<file path="config.mk">
export PLATFORM = sky130hd
export DESIGN_NAME = rv32i_datapath
export DESIGN_NICKNAME = d
export VERILOG_FILES = /design/src/rtl/rv32i_datapath.sv
export SDC_FILE = /design/constraint.sdc
export NUM_CORES = 2
export LEC_CHECK = 0
export BUFFER_PORTS_ARGS = -buffer_cell sky130_fd_sc_hd__buf_2
export CAP_MARGIN = 20
export CORE_ASPECT_RATIO = 0.8
export CORE_MARGIN = 4
export CORE_UTILIZATION = 45
export CTS_CLUSTER_SIZE = 24
export DETAILED_ROUTE_END_ITERATION = 10
export SLEW_MARGIN = 20
export SYNTH_ARGS = -nofsm -noshare
export SYNTH_HDL_FRONTEND = slang
export SYNTH_SLANG_ARGS = --single-unit
</file>
<file path="constraint.sdc">
create_clock -name i_clk -period 30.3 [get_ports i_clk]
set_input_delay 4.545 -clock i_clk [delete_from_list [all_inputs] [get_ports i_clk]]
set_output_delay 4.545 -clock i_clk [all_outputs]
set_load 0.01 [all_outputs]
</file>
<file path="src/rtl/rv32i_datapath.sv">
// rv32i_datapath: single-cycle RV32I execution datapath (PC, register file, immediates, ALU,
// branch compare, load/store lane alignment, writeback).
module rv32i_datapath #(
   parameter logic [31:0] RESET_PC = 32'h0000_0000
) (
   input  logic        i_clk,
   input  logic        i_rst_n,
   input  logic        i_is_alu_reg,
   input  logic        i_reg_write,
   input  logic        i_is_jal,
   input  logic        i_is_jalr,
   input  logic        i_is_branch,
   input  logic        i_is_lui,
   input  logic        i_is_auipc,
   input  logic        i_is_load,
   input  logic        i_is_store,
   input  logic        i_is_shamt,
   input  logic [2:0]  i_funct3,
   input  logic [3:0]  i_alu_control,
   input  logic [31:0] i_instr,
   input  logic [31:0] i_mem_rdata,
   output logic [31:0] o_pc,
   output logic [31:0] o_alu_out,
   output logic [31:0] o_mem_wdata,
   output logic [31:0] o_alu_in1,
   output logic [31:0] o_alu_in2,
   output logic [3:0]  o_mem_wmask,
   output logic        o_is_zero
);
   logic [31:0] r_pc;
   logic [31:0] r_regs [0:31];
   logic [4:0]  w_rd;
   logic [31:0] w_rs1, w_rs2;
   logic [31:0] w_imm_i, w_imm_s, w_imm_b, w_imm_u, w_imm_j;
   logic [31:0] w_alu_in2, w_alu_out;
   logic [4:0]  w_shamt;
   logic        w_eq, w_lt, w_ltu, w_taken;
   logic [31:0] w_pc4, w_pc_next, w_load, w_wb;
   logic [1:0]  w_a;
   logic [7:0]  w_lbyte;
   logic [15:0] w_lhalf;
   logic        w_unused;

   assign w_rd    = i_instr[11:7];
   assign w_rs1   = r_regs[i_instr[19:15]];
   assign w_rs2   = r_regs[i_instr[24:20]];
   assign w_imm_i = {{20{i_instr[31]}}, i_instr[31:20]};
   assign w_imm_s = {{20{i_instr[31]}}, i_instr[31:25], i_instr[11:7]};
   assign w_imm_b = {{20{i_instr[31]}}, i_instr[7], i_instr[30:25], i_instr[11:8], 1'b0};
   assign w_imm_u = {i_instr[31:12], 12'b0};
   assign w_imm_j = {{12{i_instr[31]}}, i_instr[19:12], i_instr[20], i_instr[30:21], 1'b0};

   assign w_alu_in2 = (i_is_alu_reg || i_is_branch) ? w_rs2 :
                      i_is_shamt ? {27'b0, i_instr[24:20]} :
                      i_is_store ? w_imm_s : w_imm_i;
   assign w_shamt   = w_alu_in2[4:0];

   always_comb begin
      w_alu_out = 32'd0;
      case (i_alu_control)
         4'd0: w_alu_out = w_rs1 + w_alu_in2;
         4'd1: w_alu_out = w_rs1 - w_alu_in2;
         4'd2: w_alu_out = w_rs1 << w_shamt;
         4'd3: w_alu_out = {31'b0, $signed(w_rs1) < $signed(w_alu_in2)};
         4'd4: w_alu_out = {31'b0, w_rs1 < w_alu_in2};
         4'd5: w_alu_out = w_rs1 ^ w_alu_in2;
         4'd6: w_alu_out = w_rs1 >> w_shamt;
         4'd7: w_alu_out = $signed(w_rs1) >>> w_shamt;
         4'd8: w_alu_out = w_rs1 | w_alu_in2;
         4'd9: w_alu_out = w_rs1 & w_alu_in2;
         default: w_alu_out = 32'd0;
      endcase
   end

   // branch decision uses its own comparator so aluControl is free for the decoder
   assign w_eq    = w_rs1 == w_rs2;
   assign w_lt    = $signed(w_rs1) < $signed(w_rs2);
   assign w_ltu   = w_rs1 < w_rs2;
   assign w_taken = (i_funct3 == 3'b000) ? w_eq :
                    (i_funct3 == 3'b001) ? !w_eq :
                    (i_funct3 == 3'b100) ? w_lt :
                    (i_funct3 == 3'b101) ? !w_lt :
                    (i_funct3 == 3'b110) ? w_ltu :
                    (i_funct3 == 3'b111) ? !w_ltu : 1'b0;

   assign w_pc4     = r_pc + 32'd4;
   assign w_pc_next = i_is_jal ? r_pc + w_imm_j :
                      i_is_jalr ? (w_rs1 + w_imm_i) & ~32'd1 :
                      (i_is_branch && w_taken) ? r_pc + w_imm_b : w_pc4;

   assign w_a     = w_alu_out[1:0];
   assign w_lbyte = 8'(i_mem_rdata >> {w_a, 3'b000});
   assign w_lhalf = w_a[1] ? i_mem_rdata[31:16] : i_mem_rdata[15:0];
   assign w_load  = (i_funct3 == 3'b000) ? {{24{w_lbyte[7]}}, w_lbyte} :
                    (i_funct3 == 3'b100) ? {24'b0, w_lbyte} :
                    (i_funct3 == 3'b001) ? {{16{w_lhalf[15]}}, w_lhalf} :
                    (i_funct3 == 3'b101) ? {16'b0, w_lhalf} : i_mem_rdata;

   assign o_mem_wdata = (i_funct3[1:0] == 2'b00) ? w_rs2 << {w_a, 3'b000} :
                        (i_funct3[1:0] == 2'b01) ? w_rs2 << {w_a[1], 4'b0000} : w_rs2;
   assign o_mem_wmask = !i_is_store ? 4'b0000 :
                        (i_funct3[1:0] == 2'b00) ? 4'b0001 << w_a :
                        (i_funct3[1:0] == 2'b01) ? (w_a[1] ? 4'b1100 : 4'b0011) : 4'b1111;

   assign w_wb = (i_is_jal || i_is_jalr) ? w_pc4 :
                 i_is_lui ? w_imm_u :
                 i_is_auipc ? r_pc + w_imm_u :
                 i_is_load ? w_load : w_alu_out;

   // x0 is cleared on reset and never written, so it always reads zero
   always_ff @(posedge i_clk or negedge i_rst_n) begin
      if (!i_rst_n) begin
         r_pc <= RESET_PC;
         for (int i = 0; i < 32; i++) r_regs[i] <= 32'd0;
      end else begin
         r_pc <= w_pc_next;
         if (i_reg_write && w_rd != 5'd0) r_regs[w_rd] <= w_wb;
      end
   end

   assign o_pc      = r_pc;
   assign o_alu_out = w_alu_out;
   assign o_alu_in1 = w_rs1;
   assign o_alu_in2 = w_alu_in2;
   assign o_is_zero = w_alu_out == 32'd0;
   assign w_unused  = ^i_instr[6:0];
endmodule

</file>
==> metrics.md <==
| Metric | Value |
|---|---|
| Final hold vios | `0` |
| Reg2Reg Launch Point | `r_regs[614]$_DFFE_PN0P_` |
| Worst Skew | `between 60 and 70 ps` |
| Pre-CTS setup slack | `~11000 ps` |
| Cell taking the most area after synthesis | `dfrtp_1` |
| Unrepaired setup endpoints after global routing | `no` |
| Worst setup startpoint | `i_instr[20]` |
| Top FF cell, synth | `dfrtp_1` |
| Post-synth EDFFs | `0` |
| Largest net degree at the start of global routing | `167` |
| FP Rows | `approximately 130` |
| Post-route clock period utilization | `0.631` |
| Power per Cell Area | `just under 90 nW/um2` |
| Status | `complete, no violations` |
| Cells after synthesis | `7486` |
| Total Wirelength | `approximately 310000 um` |
| Setup violation total in the final timing report | `0` |
| Top cells by count, synth | `nand2_1, dfrtp_1, o21ai_0` |
| Avg Inst Size Synth | `approximately 9.7 um2` |
| Max frequency | `approximately 0.052 GHz` |
| Die area | `167000 um2` |
| Max VDD drop | `roughly 0.000057 V` |
| Req. time, crit path | `25760 ps` |
| Top-count cell post-synth | `nand2_1` |
| Post-CTS setup buffers | `0` |
| Synth area leaders | `dfrtp_1, mux4_2, nand2_1` |
| Final Critical Period | `19120 ps` |
| I/O pins | `roughly 250` |
| Dpl cells | `9355` |
| TritonCTS Buffers | `between 100 and 150` |
| Maxcap violations | `0` |
| Setup CP Type | `input pin to output port` |
| Max-slew violations | `0` |
| Worst Hold Class | `flip-flop to flip-flop` |
| Share of the synthesized area in the top cell type | `0.365` |
| YS warnings | `0` |
| Number of detailed-route iterations in the first pass | `10` |
| Non-filler cells, final | `9572` |
| Max Fanout on Critical Path | `81` |
| Number of global-route vias before repair | `61000` |
| Die boundary width | `about 460 um` |
| Slew HR | `0.188` |
| Leak Pwr | `34.4 nW` |
| # hold bufs at CTS | `0` |
| Chip height | `366 um` |
| Final Net Count | `7644` |
| Root buffer cell | `clkbuf_16` |
| Netlist Area Pre-Place | `approximately 72000 um2` |
| DR iter-0 viols | `10100` |
| First-pass GRT wire length | `446000 um` |
| Routed Antenna Nets | `0` |
| Post-route DRC | `0` |
| Vias per cell | `slightly below 7` |
| Vias | `64800` |
| DP Wirelength | `211000 um` |
| Yosys reg bits | `roughly 1100` |
| Worst Setup End Kind | `output port` |
| Layout cells sized above 1 | `0.182` |
| Area growth from synthesis to layout | `8.93%` |
| Clock sinks | `between 1000 and 1500` |
| Worst-path clk slew | `60 ps` |
| Post-cts sizing count | `0` |
| Core area | `~160000 um2` |
| Routability Congestion | `around 1.1` |
| Setup crit start kind | `input pin` |
| IO Port Bufs | `roughly 240` |
| Syn_nets | `about 8000` |
| Reg2reg setup slack | `approximately 22000 ps` |
| Clk_lat worst skew | `780 ps` |
| Worst Reg2Reg Path Length in Cells | `25` |
| Setup TNS | `0 ps` |
| Post-route setup slack | `approximately 11000 ps` |
| CTS tree | `done` |
| CP endpoint | `o_is_zero` |
| RR Endpoint | `r_regs[881]$_DFFE_PN0P_` |
| Wire per inst | `32.5 um` |
| Initial antenna violation count | `20` |
| H-tree lvl count | `3` |
| Grt ovf | `0` |
| Initial Util | `0.453` |
| GRT Overall Usage | `0.362` |
| Post-synth ARST share | `1.00` |
| Maximum root-to-sink buffer count | `3` |
| Sequential area share after synthesis | `0.365` |
| Synth cell types | `112` |
| Tightest Pin Transition | `about 1200 ps` |
| Worst Path Arrival | `14570 ps` |
[worst max-delay path: stages]
cell and delay (ps):
buf_8 430, buf_12 530, buf_4 760, buf_4 660
mux4_2 580, mux4_2 500, mux2i_1 150, buf_4 310
nor2_1 70, a31oi_1 690, ha_1 390, inv_1 140
nand3_1 130, a2111oi_0 80, dlymetal6s2s_1 240, o311ai_1 750
nand3_1 240, nand4_1 150, nor3b_1 300, nand4_1 570
nand4bb_1 460, or4_1 440, or4_1 600, nor2_1 150
and3_1 150, buf_2 120
[per-layer routing]
metal  part of all wire  vias up  global-route usage
met5            0.00022        -                   0
met4              0.049       10               0.147
met3               0.13      822               0.111
met2               0.40     4258               0.497
met1               0.42    32300               0.529
li1                   -    27500                   -
[state kept, by name (all words and copies together) (netlist names)]
name    cells
o_pc       31
r_regs   1024
[report_power, final]
part / internal (mW) / switching [mW]
logic: 1.22 / 1.95
registers: 1.86 / 0.414
clock network: 0.834 / 0.623
[area by class of cell]
class,instances,area [um2]
well taps,2128,2660
fillers,14800,80800
diodes,13,32.5
clock inverters,58,791
repair buffers,453,2950
flip-flops and latches,1055,26400
inverters,154,583
clock buffers,143,3050
multi-input cells,5568,42200
[worst min-delay path by stage]
stage / depth (start not counted) / endpoint / startpoint
2_1_floorplan: 1 / r_regs[1000]$_DFFE_PN0P_ / r_regs[1000]$_DFFE_PN0P_
3_5_place_dp: 0 / r_regs[1000]$_DFFE_PN0P_ / r_regs[1000]$_DFFE_PN0P_
5_1_grt: 0 / r_regs[1000]$_DFFE_PN0P_ / r_regs[1000]$_DFFE_PN0P_
6_report: 0 / r_regs[1007]$_DFFE_PN0P_ / r_regs[1007]$_DFFE_PN0P_
4_1_cts: 0 / r_regs[1000]$_DFFE_PN0P_ / r_regs[1000]$_DFFE_PN0P_
3_3_place_gp: 0 / r_regs[999]$_DFFE_PN0P_ / r_regs[999]$_DFFE_PN0P_
[cell usage in the layout, fill, tap and decap left out, drive strengths merged, types with 19 or more instances in the layout]
master  count
and4       31
mux2      144
a21boi     28
buf       452
and2       21
and3       39
xnor2      86
or3        26
dfrtp    1055
o21bai     27
ha        214
nand2b     29
clkinv     35
mux4      418
nor2b      30
o21ai     961
xor2       56
nor3      115
o211ai     49
a211o      19
o22ai      28
clkbuf    143
a221oi     34
nor2      360
o221ai     28
mux2i     397
o21a       26
nand3     147
o31ai      58
a211oi     96
a21o       75
a31oi      79
inv       159
a21oi     328
nand2    1111
nand4      37
a22oi     238
[metrics by stage]
stage	hold WS, ps	cell area [um2]	utilization	power [mW]
finish	396	78700	0.493	6.90
detailed placement	386	74800	0.469	5.33
global placement	382	74800	0.469	5.27
CTS	400	78600	0.493	6.79
global route	410	78700	0.493	7.24
floorplan	445	72200	-	4.20
[logic make-up after synthesis]
kind of cell,share of synthesized area
compound gates,0.193
xor+xnor,0.0172
fa+ha+maj,0.0387
buf+inv,0.0552
flops,0.365
mux,0.208
other cells,0.0000519
simple gates,0.122
No activity file was read; power rests on OpenSTA's default activity.
